### src/rtl/spike_pkg.sv
`default_nettype none
//==============================================================================
// Module      : spike_pkg
// Description : Shared types and constants for the spike-rate decoding blocks.
//               Holds the decoder FSM state encoding, the default widths, the
//               saturation ceiling of the spike counter, and the length that a
//               window_len of zero stands for.
// Revision    : 1.0 - initial release
//==============================================================================
package spike_pkg;

    typedef enum logic [0:0] {
        IDLE  = 1'b0,
        COUNT = 1'b1
    } state_t;

    localparam int unsigned c_def_window_w = 8;
    localparam int unsigned c_def_count_w  = 8;

    // Highest representable spike count at the default width.
    localparam int unsigned c_sat_max = (1 << c_def_count_w) - 1;

    // window_len == 0 selects the longest window, 2^WINDOW_W cycles.
    localparam int unsigned c_window_zero_len = 1 << c_def_window_w;

endpackage : spike_pkg
`default_nettype wire

### src/rtl/spike_sat_counter.sv
`default_nettype none
//==============================================================================
// Module      : spike_sat_counter
// Description : COUNT_W-bit saturating event counter with synchronous clear.
//               o_count_next is the total including the current i_inc, so a
//               caller can capture the final value on the same edge that
//               clears the counter. Clear wins over increment.
// Ports       : clk          - clock, rising edge
//               rst          - synchronous reset, active low
//               i_clr        - clear the count to zero on this edge
//               i_inc        - add one on this edge (saturating)
//               o_count_next - current count plus i_inc, saturated
// Revision    : 1.0 - initial release
//==============================================================================
module spike_sat_counter
    import spike_pkg::*;
#(
    parameter int unsigned COUNT_W = c_def_count_w
) (
    input  logic               clk,
    input  logic               rst,
    input  logic               i_clr,
    input  logic               i_inc,
    output logic [COUNT_W-1:0] o_count_next
);

    localparam logic [COUNT_W-1:0] c_max = '1;

    logic [COUNT_W-1:0] r_count;

    // Holding at the ceiling instead of wrapping keeps a saturated window
    // from reading back as a near-silent one.
    assign o_count_next = (i_inc && (r_count != c_max)) ? (r_count + 1'b1) : r_count;

    always_ff @(posedge clk) begin
        if (!rst) begin
            r_count <= '0;
        end else if (i_clr) begin
            r_count <= '0;
        end else begin
            r_count <= o_count_next;
        end
    end

endmodule : spike_sat_counter
`default_nettype wire

### src/rtl/spike_rate_decoder.sv
`default_nettype none
//==============================================================================
// Module      : spike_rate_decoder
// Description : Counts spikes over back-to-back windows of window_len cycles
//               and offers each saturated count on a valid/ready port.
//               A result that arrives while the port is still occupied is
//               dropped and flags the sticky overrun bit.
// Ports       : clk        - clock, rising edge
//               rst        - synchronous reset, active low
//               en         - run enable; low aborts the current window
//               spike_in   - spike train, one spike per cycle when high
//               window_len - window length in cycles, 0 = 2^WINDOW_W
//               rate       - spike count of the last accepted window
//               rate_valid - rate holds an unconsumed result
//               rate_ready - downstream accepts rate on valid && ready
//               overrun    - sticky, a completed result was dropped
//               busy       - high while a window is being counted
// Revision    : 1.0 - initial release
//==============================================================================
module spike_rate_decoder
    import spike_pkg::*;
#(
    parameter int unsigned WINDOW_W = c_def_window_w,
    parameter int unsigned COUNT_W  = c_def_count_w
) (
    input  logic                clk,
    input  logic                rst,
    input  logic                en,
    input  logic                spike_in,
    input  logic [WINDOW_W-1:0] window_len,
    output logic [COUNT_W-1:0]  rate,
    output logic                rate_valid,
    input  logic                rate_ready,
    output logic                overrun,
    output logic                busy
);

    state_t              r_state;
    state_t              w_state_next;

    logic [WINDOW_W-1:0] r_cyc;
    logic [WINDOW_W-1:0] r_last;
    logic [COUNT_W-1:0]  r_rate;
    logic                r_rate_valid;
    logic                r_overrun;

    logic                w_start;
    logic                w_sample;
    logic                w_win_end;
    logic                w_handshake;
    logic [COUNT_W-1:0]  w_final;

    assign w_start     = (r_state == IDLE) && en;
    assign w_sample    = (r_state == COUNT) && en;
    assign w_win_end   = w_sample && (r_cyc == r_last);
    assign w_handshake = r_rate_valid && rate_ready;

    //--------------------------------------------------------------------------
    // FSM
    //--------------------------------------------------------------------------
    always_ff @(posedge clk) begin
        if (!rst) begin
            r_state <= IDLE;
        end else begin
            r_state <= w_state_next;
        end
    end

    always_comb begin
        w_state_next = r_state;
        case (r_state)
            IDLE:    if (en)  w_state_next = COUNT;
            COUNT:   if (!en) w_state_next = IDLE;
            default: w_state_next = IDLE;
        endcase
    end

    //--------------------------------------------------------------------------
    // Cycle counter. The index of the last sampling edge is stored rather
    // than the length: window_len - 1 wraps 0 to all-ones, which is exactly
    // the last index of a 2^WINDOW_W window, so no extra counter bit is needed.
    //--------------------------------------------------------------------------
    always_ff @(posedge clk) begin
        if (!rst) begin
            r_cyc  <= '0;
            r_last <= '0;
        end else if (w_start || w_win_end) begin
            r_cyc  <= '0;
            r_last <= window_len - 1'b1;
        end else if (w_sample) begin
            r_cyc  <= r_cyc + 1'b1;
        end
    end

    //--------------------------------------------------------------------------
    // Spike counter. Cleared at the start edge and at every window end so the
    // following edge is the first sample of a fresh window.
    //--------------------------------------------------------------------------
    spike_sat_counter #(
        .COUNT_W (COUNT_W)
    ) u_spike_cnt (
        .clk          (clk),
        .rst          (rst),
        .i_clr        (w_start || w_win_end),
        .i_inc        (w_sample && spike_in),
        .o_count_next (w_final)
    );

    //--------------------------------------------------------------------------
    // Output register. A new result may load when the slot is empty or is
    // being emptied on the same edge; otherwise it is lost and flagged.
    //--------------------------------------------------------------------------
    always_ff @(posedge clk) begin
        if (!rst) begin
            r_rate       <= '0;
            r_rate_valid <= 1'b0;
            r_overrun    <= 1'b0;
        end else if (w_win_end && (!r_rate_valid || w_handshake)) begin
            r_rate       <= w_final;
            r_rate_valid <= 1'b1;
        end else if (w_win_end) begin
            r_overrun    <= 1'b1;
        end else if (w_handshake) begin
            r_rate_valid <= 1'b0;
        end
    end

    assign rate       = r_rate;
    assign rate_valid = r_rate_valid;
    assign overrun    = r_overrun;
    assign busy       = (r_state == COUNT);

endmodule : spike_rate_decoder
`default_nettype wire

### config.mk
export PLATFORM = sky130hd
export DESIGN_NAME = spike_rate_decoder
export DESIGN_NICKNAME = d
export VERILOG_FILES = /design/src/rtl/spike_pkg.sv /design/src/rtl/spike_sat_counter.sv /design/src/rtl/spike_rate_decoder.sv
export SDC_FILE = /design/constraint.sdc
export NUM_CORES = 1
export LEC_CHECK = 0
export BUFFER_PORTS_ARGS = -buffer_cell sky130_fd_sc_hd__buf_2
export CORE_ASPECT_RATIO = 0.75
export CORE_MARGIN = 8
export CORE_UTILIZATION = 55
export DETAILED_ROUTE_END_ITERATION = 6
export GPL_TIMING_DRIVEN = 0
export PLACE_DENSITY = 0.77
export SLEW_MARGIN = 40
export SYNTH_ARGS = -nofsm -noshare
export SYNTH_HDL_FRONTEND = slang
export SYNTH_SLANG_ARGS = --single-unit
export TNS_END_PERCENT = 5
### constraint.sdc
create_clock -name clk -period 2 [get_ports clk]
set_input_delay 0.1 -clock clk [delete_from_list [all_inputs] [get_ports clk]]
set_output_delay 0.1 -clock clk [all_outputs]
set_load 0.05 [all_outputs]
==> insert_results.sql <==
INSERT INTO impl_metrics (metric_group, metric, value, unit) VALUES
('yosys', 'synth_cell_types', '37', ''),
('critical_path', 'worst-path-buf-inv', '0', ''),
('cts', 'cts.path.max_buffers', '2', ''),
('critical_path', 'critical_path_max_stage_delay', '0.39', 'ns'),
('detailed_routing', 'drt_iter0_markers', '150', ''),
('detailed_routing', 'routed_wire_length_per_instance', '13.57', 'um'),
('cts', 'path_clk_slew', '0.07', 'ns'),
('pwr', 'power_leakage', '0.8433', 'nW'),
('sta', 'finalSetupTns', '0', 'ns'),
('yosys', 'synthTopCellsByCount', 'sky130_fd_sc_hd__dfxtp_1, sky130_fd_sc_hd__nor2_1, sky130_fd_sc_hd__xor2_1', ''),
('detailed_routing', 'avgViaCountPerCell', '5.343', ''),
('critical_path', 'worst_setup_path_start_kind', 'flop', ''),
('cts', 'tritoncts.num_buffers', '5', ''),
('sta', 'timing.fmax', '533.2', 'MHz'),
('place', 'dp.cells', '243', ''),
('cells_and_area', 'final-instance-count-excl-fill', '251', ''),
('detailed_routing', 'totalWireLength', '3405', 'um'),
('cts', 'tritoncts', 'yes', ''),
('pwr', 'sw_frac_of_total', '21.10', '%'),
('critical_path', 'path_class', 'flop to flop', ''),
('critical_path', 'endpoint_kind', 'flop', ''),
('place', 'dpl.hpwl', '2555', 'um'),
('yosys', 'syn-mean-instance-area', '8.972', 'um2'),
('yosys', 'synth.cell_area', '1633', 'um2'),
('grt', 'grt_pass1_vias', '1294', ''),
('pwr', 'power.internal', '0.001265', 'W'),
('yosys', 'async_reset_ff_share', '0', '%'),
('critical_path', 'critPathArrivalTime', '2.04', 'ns'),
('place', 'finalWeightedCongestion', '0.8691', ''),
('cts', 'htree_num_levels', '2', ''),
('yosys', 'sequential_cell_area_fraction_in_the_yosys_report', '42.91', '%'),
('die', 'boundaryPins', '24', ''),
('cts', 'cts_setup_buffers', '0', ''),
('sta', 'worst_pin_slew', '0.3999', 'ns'),
('yosys', 'cell_with_the_most_instances_after_synthesis', 'sky130_fd_sc_hd__dfxtp_1', ''),
('detailed_routing', 'drtPass1Iterations', '4', ''),
('die', 'height_of_the_die', '63.19', 'um'),
('detailed_routing', 'drcViolationCount', '0', ''),
('sta', 'maxSlewViolCount', '0', ''),
('cells_and_area', 'n_antenna_cell', '0', ''),
('sta', 'postLayoutSetupSlackWorst', '0.1246', 'ns'),
('outcome', 'status', 'completed', ''),
('place', 'placement.setup.worst_slack', '0.1561', 'ns'),
('grt', 'grt.overflow.total', '0', ''),
('yosys', 'syn_nets', '198', ''),
('pwr', 'power-per-cell-area', '831.8', 'nW/um2'),
('yosys', 'synth_warnings', '0', ''),
('yosys', 'synthesis.instances', '182', ''),
('cells_and_area', 'finalNetCount', '228', ''),
('yosys', 'synth.top_cell.area_share', '42.91', '%'),
('cells_and_area', 'area_delta_synth_final', '18.08', '%'),
('yosys', 'ys.flop_type', 'sky130_fd_sc_hd__dfxtp_1', ''),
('run', 'drv_cap', '0', ''),
('pwr', 'power.switching', '0.0003384', 'W'),
('grt', 'wire_length_of_the_first_global_routing_pass', '5740', 'um'),
('yosys', 'synth_largest_area_cell', 'sky130_fd_sc_hd__dfxtp_1', ''),
('grt', 'grt_max_degree', '12', ''),
('yosys', 'postSynthRegisterBits', '35', ''),
('die', 'core_area', '2893', 'um2'),
('pwr', 'vdd.ir_drop.worst', '0.6496', 'mV'),
('yosys', 'synth-edff-count', '0', ''),
('sta', 'rsz_0062_raised_after_global_routing', 'false', ''),
('cts', 'cts.sink_count', '35', ''),
('die', 'floorplan.die.width', '78.92', 'um'),
('sta', 'post_layout_min_period', '1.875', 'ns'),
('detailed_routing', 'dr_vias', '1341', ''),
('cts', 'postCtsHoldBufs', '0', ''),
('grt', 'global_route.usage.total', '14.23', '%'),
('grt', 'antenna_violations_before_repair', '0', ''),
('sta', 'setup_viol_count_final', '0', ''),
('sta', 'slew_headroom', '73.34', '%');
[layout by cell type (no fill, tap or decap), types with 2 or more instances in the layout]
cell / count
sky130_fd_sc_hd__clkbuf_8: 5
sky130_fd_sc_hd__a21oi_1: 5
sky130_fd_sc_hd__nand4_1: 3
sky130_fd_sc_hd__nor2_1: 27
sky130_fd_sc_hd__or2_0: 2
sky130_fd_sc_hd__mux2i_1: 7
sky130_fd_sc_hd__nand3_1: 8
sky130_fd_sc_hd__xor2_1: 16
sky130_fd_sc_hd__nand2_1: 14
sky130_fd_sc_hd__buf_6: 2
sky130_fd_sc_hd__buf_2: 24
sky130_fd_sc_hd__clkbuf_1: 3
sky130_fd_sc_hd__xnor2_1: 8
sky130_fd_sc_hd__inv_1: 3
sky130_fd_sc_hd__nor2b_1: 4
sky130_fd_sc_hd__ha_1: 3
sky130_fd_sc_hd__o21ai_0: 3
sky130_fd_sc_hd__o211ai_1: 2
sky130_fd_sc_hd__nor3_1: 5
sky130_fd_sc_hd__and2b_1: 3
sky130_fd_sc_hd__and2_1: 2
sky130_fd_sc_hd__dfxtp_1: 35
sky130_fd_sc_hd__and3_1: 5
sky130_fd_sc_hd__mux2_2: 2
sky130_fd_sc_hd__bufinv_16: 2
sky130_fd_sc_hd__a211oi_1: 7
[power groups by stage]
stage	registers [W]	clock network, W	logic, W
2_1_floorplan	0.000745	0	0.0000818
3_3_place_gp	0.000742	0	0.000118
3_5_place_dp	0.000743	0	0.000124
4_1_cts	0.000728	0.000761	0.000125
5_1_grt	0.000729	0.000785	0.000138
6_report	0.000728	0.000751	0.000124
[state kept, by name, indices dropped and copies added (netlist names)]
register / count
overrun: 1
u_spike_cnt.r_count: 8
busy: 1
rate_valid: 1
r_cyc: 8
r_last: 8
rate: 8
[cell families (layout without fill, tap and decap cells)]
kind of cell | count (synthesis) | after routing | share of synthesized area [%]
AO/OA/AOI/OAI | 20 | 20 | 8.122
XOR/XNOR | 24 | 24 | 12.87
adder cells (fa/ha/maj) | 3 | 3 | 2.299
buffers and inverters | 10 | 41 | 3.525
flip-flops | 35 | 35 | 42.91
multiplexers | 9 | 9 | 5.671
AND/OR/NAND/NOR | 81 | 81 | 24.60
[final timing paths]
kind	startpoint	end	slack, ns	cells past startpoint
setup / recovery	u_spike_cnt.r_count[0]$_SDFF_PP0_	rate[1]$_SDFFE_PN0P_	0.12	6
hold / removal	window_len[0]	r_last[0]$_SDFFE_PN0P_	0.03	2
setup reg to reg	u_spike_cnt.r_count[0]$_SDFF_PP0_	rate[1]$_SDFFE_PN0P_	0.12	6
hold reg to reg	rate[6]$_SDFFE_PN0P_	rate[6]$_SDFFE_PN0P_	0.46	2
[cell type report]
class | count | area [um2]
clock inverter | 2 | 60.06
inverter | 4 | 15.01
timing repair buffer | 23 | 115.1
tap | 38 | 47.55
fill | 236 | 964.7
buffer | 6 | 42.54
sequential | 35 | 700.7
multi-input combinational | 137 | 874.6
clock buffer | 6 | 72.57
[through the flow]
step	util (%)	total power, W	area, um2	hold WS [ns]
after floorplan	-	0.0008265	1633	0.1956
after global placement	62.07	0.0008599	1795	0.3180
after detailed placement	62.07	0.0008669	1795	0.3324
after CTS	66.65	0.001614	1928	0.02550
after global routing	66.65	0.001652	1928	0.03554
final	66.65	0.001604	1928	0.02616
[metal layers]
layer,vias to the layer above,GRT usage (%),part of all wire (%)
met5,-,0,0
met1,607,17.45,48
met3,12,5.099,4.8
met4,0,5.991,2.5
met2,35,21.88,45
li1,687,-,-
(Power assumes the default switching activity.)
